File: config.mk
export PLATFORM = sky130hd
export DESIGN_NAME = uart_rx_buffered
export DESIGN_NICKNAME = d
export VERILOG_FILES = /design/src/rtl/uart_pkg.sv /design/src/rtl/uart_sync_fifo.sv /design/src/rtl/uart_rx_buffered.sv
export SDC_FILE = /design/constraint.sdc
export NUM_CORES = 1
export LEC_CHECK = 0
export ABC_AREA = 1
export BUFFER_PORTS_ARGS = -buffer_cell sky130_fd_sc_hd__buf_2
export CORE_AREA = 2 2 78 80
export CTS_BUF_LIST = sky130_fd_sc_hd__clkbuf_2 sky130_fd_sc_hd__clkbuf_4 sky130_fd_sc_hd__clkbuf_8
export DETAILED_ROUTE_END_ITERATION = 12
export DIE_AREA = 0 0 80 82
export PLACE_DENSITY = 0.72
export SLEW_MARGIN = 0
export SYNTH_ARGS = -nofsm -noshare
export SYNTH_HDL_FRONTEND = slang
export SYNTH_SLANG_ARGS = --single-unit
File: constraint.sdc
create_clock -name i_clk -period 2.47 [get_ports i_clk]
set_clock_uncertainty 0.05 [all_clocks]
set_input_delay 0.247 -clock i_clk [delete_from_list [all_inputs] [get_ports i_clk]]
set_output_delay 0.247 -clock i_clk [all_outputs]
set_load 0.01 [all_outputs]
File: src/rtl/uart_pkg.sv
// Shared UART definitions: receive/transmit FSM state encoding and default bit timing.
`timescale 1ns/1ps
package uart_pkg;

  localparam int CLKS_PER_BIT_DEFAULT = 868;  // 115200 baud from a 100 MHz clock

  typedef enum logic [1:0] {
    IDLE,
    START,
    DATA,
    STOP
  } uart_state_e;

endpackage

File: src/rtl/uart_sync_fifo.sv
// Byte-wide show-ahead synchronous FIFO with occupancy count; push on full is dropped
// unless a pop happens in the same cycle.
`timescale 1ns/1ps
module uart_sync_fifo #(
  parameter int DEPTH = 4
) (
  input  logic                         clk,
  input  logic                         rst_n,
  input  logic                         push,
  input  logic [7:0]                   push_data,
  input  logic                         pop,
  output logic [7:0]                   head,
  output logic                         valid,
  output logic                         full,
  output logic [$clog2(DEPTH+1)-1:0]   count
);

  localparam int AW = $clog2(DEPTH);
  localparam int CW = $clog2(DEPTH + 1);

  logic [7:0]    mem [DEPTH];
  logic [AW-1:0] wr_ptr;
  logic [AW-1:0] rd_ptr;
  logic          do_push;
  logic          do_pop;

  assign valid   = (count != '0);
  assign full    = (count == CW'(DEPTH));
  assign do_pop  = pop & valid;
  assign do_push = push & (~full | do_pop);
  assign head    = valid ? mem[rd_ptr] : 8'h00;

  // NOTE: storage is deliberately not reset; head is masked while empty so it still reads 0x00.
  always_ff @(posedge clk) begin
    if (do_push) mem[wr_ptr] <= push_data;
  end

  always_ff @(posedge clk or negedge rst_n) begin
    if (!rst_n) begin
      wr_ptr <= '0;
      rd_ptr <= '0;
      count  <= '0;
    end else begin
      if (do_push) wr_ptr <= wr_ptr + AW'(1);
      if (do_pop)  rd_ptr <= rd_ptr + AW'(1);
      case ({do_push, do_pop})
        2'b10:   count <= count + CW'(1);
        2'b01:   count <= count - CW'(1);
        default: count <= count;
      endcase
    end
  end

endmodule

File: src/rtl/uart_rx_buffered.sv
// 8N1 UART receiver with mid-bit sampling, frame-error and overrun pulses, and a
// show-ahead byte FIFO toward the consumer.
`timescale 1ns/1ps
module uart_rx_buffered
  import uart_pkg::*;
#(
  parameter int CLKS_PER_BIT = CLKS_PER_BIT_DEFAULT,
  parameter int FIFO_DEPTH   = 4
) (
  input  logic                              i_clk,
  input  logic                              i_rst_n,
  input  logic                              i_rx_serial,
  output logic [7:0]                        o_rx_byte,
  output logic                              o_rx_valid,
  input  logic                              i_rx_ready,
  output logic                              o_frame_err,
  output logic                              o_overrun,
  output logic [$clog2(FIFO_DEPTH+1)-1:0]   o_fifo_count
);

  localparam int TW = $clog2(CLKS_PER_BIT);
  localparam logic [TW-1:0] HALF_BIT = TW'((CLKS_PER_BIT - 1) / 2);
  localparam logic [TW-1:0] LAST_CLK = TW'(CLKS_PER_BIT - 1);

  logic        rx_meta;
  logic        rx_sync;
  logic [1:0]  sync_fill;
  logic        armed;

  uart_state_e state, state_n;
  logic [TW-1:0] timer, timer_n;
  logic [2:0]    bit_idx, bit_idx_n;
  logic [7:0]    shift, shift_n;
  logic          push_n, push_q;
  logic          ferr_n;
  logic          fifo_full;

  // Until the synchronizer holds two real line samples its reset value is not trusted;
  // reception is armed only after the line has genuinely been seen high.
  always_ff @(posedge i_clk or negedge i_rst_n) begin
    if (!i_rst_n) begin
      rx_meta   <= 1'b1;
      rx_sync   <= 1'b1;
      sync_fill <= 2'b00;
      armed     <= 1'b0;
    end else begin
      // NOTE: non-blocking assignments keep the two flops a true shift chain.
      rx_meta   <= i_rx_serial;
      rx_sync   <= rx_meta;
      sync_fill <= {sync_fill[0], 1'b1};
      armed     <= armed | (sync_fill[1] & rx_sync);
    end
  end

  always_ff @(posedge i_clk or negedge i_rst_n) begin
    if (!i_rst_n) begin
      state       <= IDLE;
      timer       <= '0;
      bit_idx     <= '0;
      shift       <= '0;
      push_q      <= 1'b0;
      o_frame_err <= 1'b0;
      o_overrun   <= 1'b0;
    end else begin
      state       <= state_n;
      timer       <= timer_n;
      bit_idx     <= bit_idx_n;
      shift       <= shift_n;
      push_q      <= push_n;
      o_frame_err <= ferr_n;
      o_overrun   <= push_q & fifo_full & ~(o_rx_valid & i_rx_ready);
    end
  end

  always_comb begin
    // NOTE: every output of this block gets a default first so no latch is inferred.
    state_n   = state;
    timer_n   = timer + TW'(1);
    bit_idx_n = bit_idx;
    shift_n   = shift;
    push_n    = 1'b0;
    ferr_n    = 1'b0;
    case (state)
      IDLE: begin
        timer_n   = '0;
        bit_idx_n = '0;
        if (armed && !rx_sync) state_n = START;
      end
      START: begin
        if (timer == HALF_BIT) begin
          timer_n = '0;
          state_n = rx_sync ? IDLE : DATA;
        end
      end
      DATA: begin
        if (timer == LAST_CLK) begin
          timer_n          = '0;
          shift_n[bit_idx] = rx_sync;
          bit_idx_n        = bit_idx + 3'd1;
          if (bit_idx == 3'd7) state_n = STOP;
        end
      end
      STOP: begin
        if (timer == LAST_CLK) begin
          timer_n = '0;
          state_n = IDLE;
          push_n  = rx_sync;
          ferr_n  = ~rx_sync;
        end
      end
      default: state_n = IDLE;
    endcase
  end

  uart_sync_fifo #(
    .DEPTH(FIFO_DEPTH)
  ) u_fifo (
    .clk       (i_clk),
    .rst_n     (i_rst_n),
    .push      (push_q),
    .push_data (shift),
    .pop       (i_rx_ready),
    .head      (o_rx_byte),
    .valid     (o_rx_valid),
    .full      (fifo_full),
    .count     (o_fifo_count)
  );

endmodule

==> impl_metrics.ini <==
[status]
outcome = completed

[routing]
ant_nets = 0
finalWirelength_um = 4860
dr_total_vias = 1991
via_per_inst = 4.93
dr.pass1.iters = 6
detail_route.wl_per_cell_um = 12.0
drc = 0
drt_iter0_markers = 79

[die]
dieArea_um2 = 6560
row_count = 28
start_util_pct = 53.5
core_area_um2 = 5750
ios = 18
die_y_um = 82
die_w_um = 80

[worst_setup_path]
worst_setup_path_end_kind = register
setup.worst_path.class = reg2reg
startpoint_type = register
crit_chain = nor2_1 -> nand3_1 -> nand2_1 -> ha_1 -> inv_1 -> fa_1 -> a21oi_1 -> o21ai_0 -> xor2_1
worst_path_max_delay_cell = dfrtp_1
cp_top_family = adder cells
crit_required_ns = 2.63
max_stage_delay_ns = 0.42
critPathArrivalTime_ns = 2.29
crit_fanout = 8
crit_buf_inv = 1

[sta]
fmax_mhz = 469
finalHoldViolations = 0
max_slew_margin_pct = 44.5
fin_tns_setup_ns = 0
maxSlewViolCount = 0
hold_ws_ns = 0.161
worstMarginPinSlew_ns = 0.833
fin_ws_ns = 0.337
period_needed_ns = 2.13
finalCritPeriodShare_pct = 86.4
rsz0062_at_grt = no
setup_violations = 0

[placement]
io_buffers = 17
pre_cts_ws_ns = 0.390
dpl-instance-area_um2 = 3250
hpwlAfterDp_um = 3430
gp_congestion = 0.806

[global_routing]
grt_use_total_pct = 16.7
grt_pass1_vias = 1781
grt_max_degree = 39
overflow = 0
grt_pass1_wl_um = 8050
antenna_found_initial = 0

[final_layout]
layout.nets = 338
mostFrequentLayoutCell = nor2_1
design_area_um2 = 3490
diodes = 0
syn_to_final_growth_pct = 13.5
final_cell_mix = 56 x nor2_1, 36 x dfrtp_1, 34 x nand2_1
final_layout_size_suffix_gt1_share_pct = 16.1
finish.utilization_pct = 60.7
fillers = 492
regArea_um2 = 1910
multi_input_area_um2 = 1010

[synth]
yosys_register_bits = 70
synth.top_cells.by_area = edfxtp_1 31%, dfrtp_1 29%, nor2_1 6.8%
netlist_area_um2 = 3070
synthesis.nets = 309
syn_area_per_cell_um2 = 10.4
yosysWarnings = 0
async_flop_share_pct = 54.3
yosysSeqAreaShare_pct = 62.3
synth_edf_count = 32
ys_types = 32
yosysTopAreaCell = edfxtp_1
ys.flop_type = dfrtp_1
syn-instance-count = 295
netlist.area_leader.share_pct = 31.3

[clocking]
clkTransAtPathRegs_ns = 0.07
clock-sinks = 70
clock_latency_ns = 0.34
numCtsBuffers = 9
h-tree-depth = 3
cts_buffer_depth = 2
root_buffer = clkbuf_8
cts-resized-gates = 0
cts_tree = done

[power]
p_leak_uw = 0.00157
ir_drop_v = 0.000478
power_density_nw_per_um2 = 949

[flow_run]
drv_cap = 0

[min_path]
hold_class = in2reg
sequential cells by signal, indices dropped and copies added (netlist names), named ones only:
name and flops:
u_fifo.mem 32, timer 10, shift 8, bit_idx 3, u_fifo.count 3, sync_fill 2, u_fifo.rd_ptr 2, u_fifo.wr_ptr 2
armed 1, o_frame_err 1, o_overrun 1, push_q 1, rx_meta 1, rx_sync 1, state 1
worst min-delay path: stages:
cell and delay, ns:
buf_2 0.08, inv_1 0.04, nand3_1 0.10, nor2_1 0.05
through the flow:
stage	instances	power [uW]
2_1_floorplan	295	2100
4_1_cts	404	3350
3_5_place_dp	386	2370
3_3_place_gp	386	2340
5_1_grt	404	3530
6_report	404	3310
repair_timing:
| action | CTS | global route |
|---|---|---|
| hold buffers | 2 | 0 |
| buffers inserted | 0 | 0 |
| hold endpoints to repair | 37 | 0 |
Yosys cell counts, types with 3 or more instances:
library cell / n
nor2_1: 56
dfrtp_1: 36
nand2_1: 34
edfxtp_1: 32
inv_1: 28
o21ai_0: 23
a21oi_1: 15
nand3_1: 12
ha_1: 9
o21ai_1: 7
xor2_1: 7
nor2_2: 4
buf_2: 3
inv_2: 3
nand4_1: 3
nor3_1: 3
final timing paths:
check	endpoint	from	cells after the start	slack, ns
worst max-delay path	u_fifo.count[2]	u_fifo.count[1]	9	0.34
worst min-delay path	o_overrun	i_rx_ready	4	0.16
worst max register to register	u_fifo.count[2]	u_fifo.count[1]	9	0.34
worst min register to register	sync_fill[1]	sync_fill[0]	0	0.30
max in group asynchronous	shift[2]	i_rst_n	2	1.34
min in group asynchronous	sync_fill[0]	i_rst_n	2	0.49
cells by family (layout without fill, tap and decap cells):
family | after synthesis | after routing | share of synthesized area, %
and+or+nand+nor | 122 | 122 | 18.4
AOI/OAI and AO/OA | 46 | 46 | 7.54
other | 1 | 1 | 0.122
DFF | 70 | 70 | 62.3
adders and majority gates | 10 | 10 | 4.32
xor gates and xnor gates | 9 | 9 | 2.57
buffers and inverters | 37 | 71 | 4.72
cell type report:
type                    instances  area share [%]
flip-flops and latches         70            54.9
multi-input cells             188            29.0
repair buffers                 22            3.66
inverters                      33            3.63
clock buffers                   9            3.55
well taps                      75            2.69
clock inverters                 7            2.51
power by group:
part | total, uW | switching [uW] | leakage (uW) | internal, uW
Combinational | 902 | 552 | 0.000611 | 350
Clock | 973 | 411 | 0.000102 | 561
Sequential | 1430 | 134 | 0.000858 | 1300
Total | 3310 | 1100 | 0.00157 | 2210
routing by layer:
metal,wire length (um),global-route usage [%],vias to the layer above
li1,-,-,1033
met1,2240,19.8,926
met3,136,4.07,10
met2,2370,27.7,22
met4,112,10.0,0
met5,0,0,-
No activity file was read; power rests on OpenSTA's default activity.
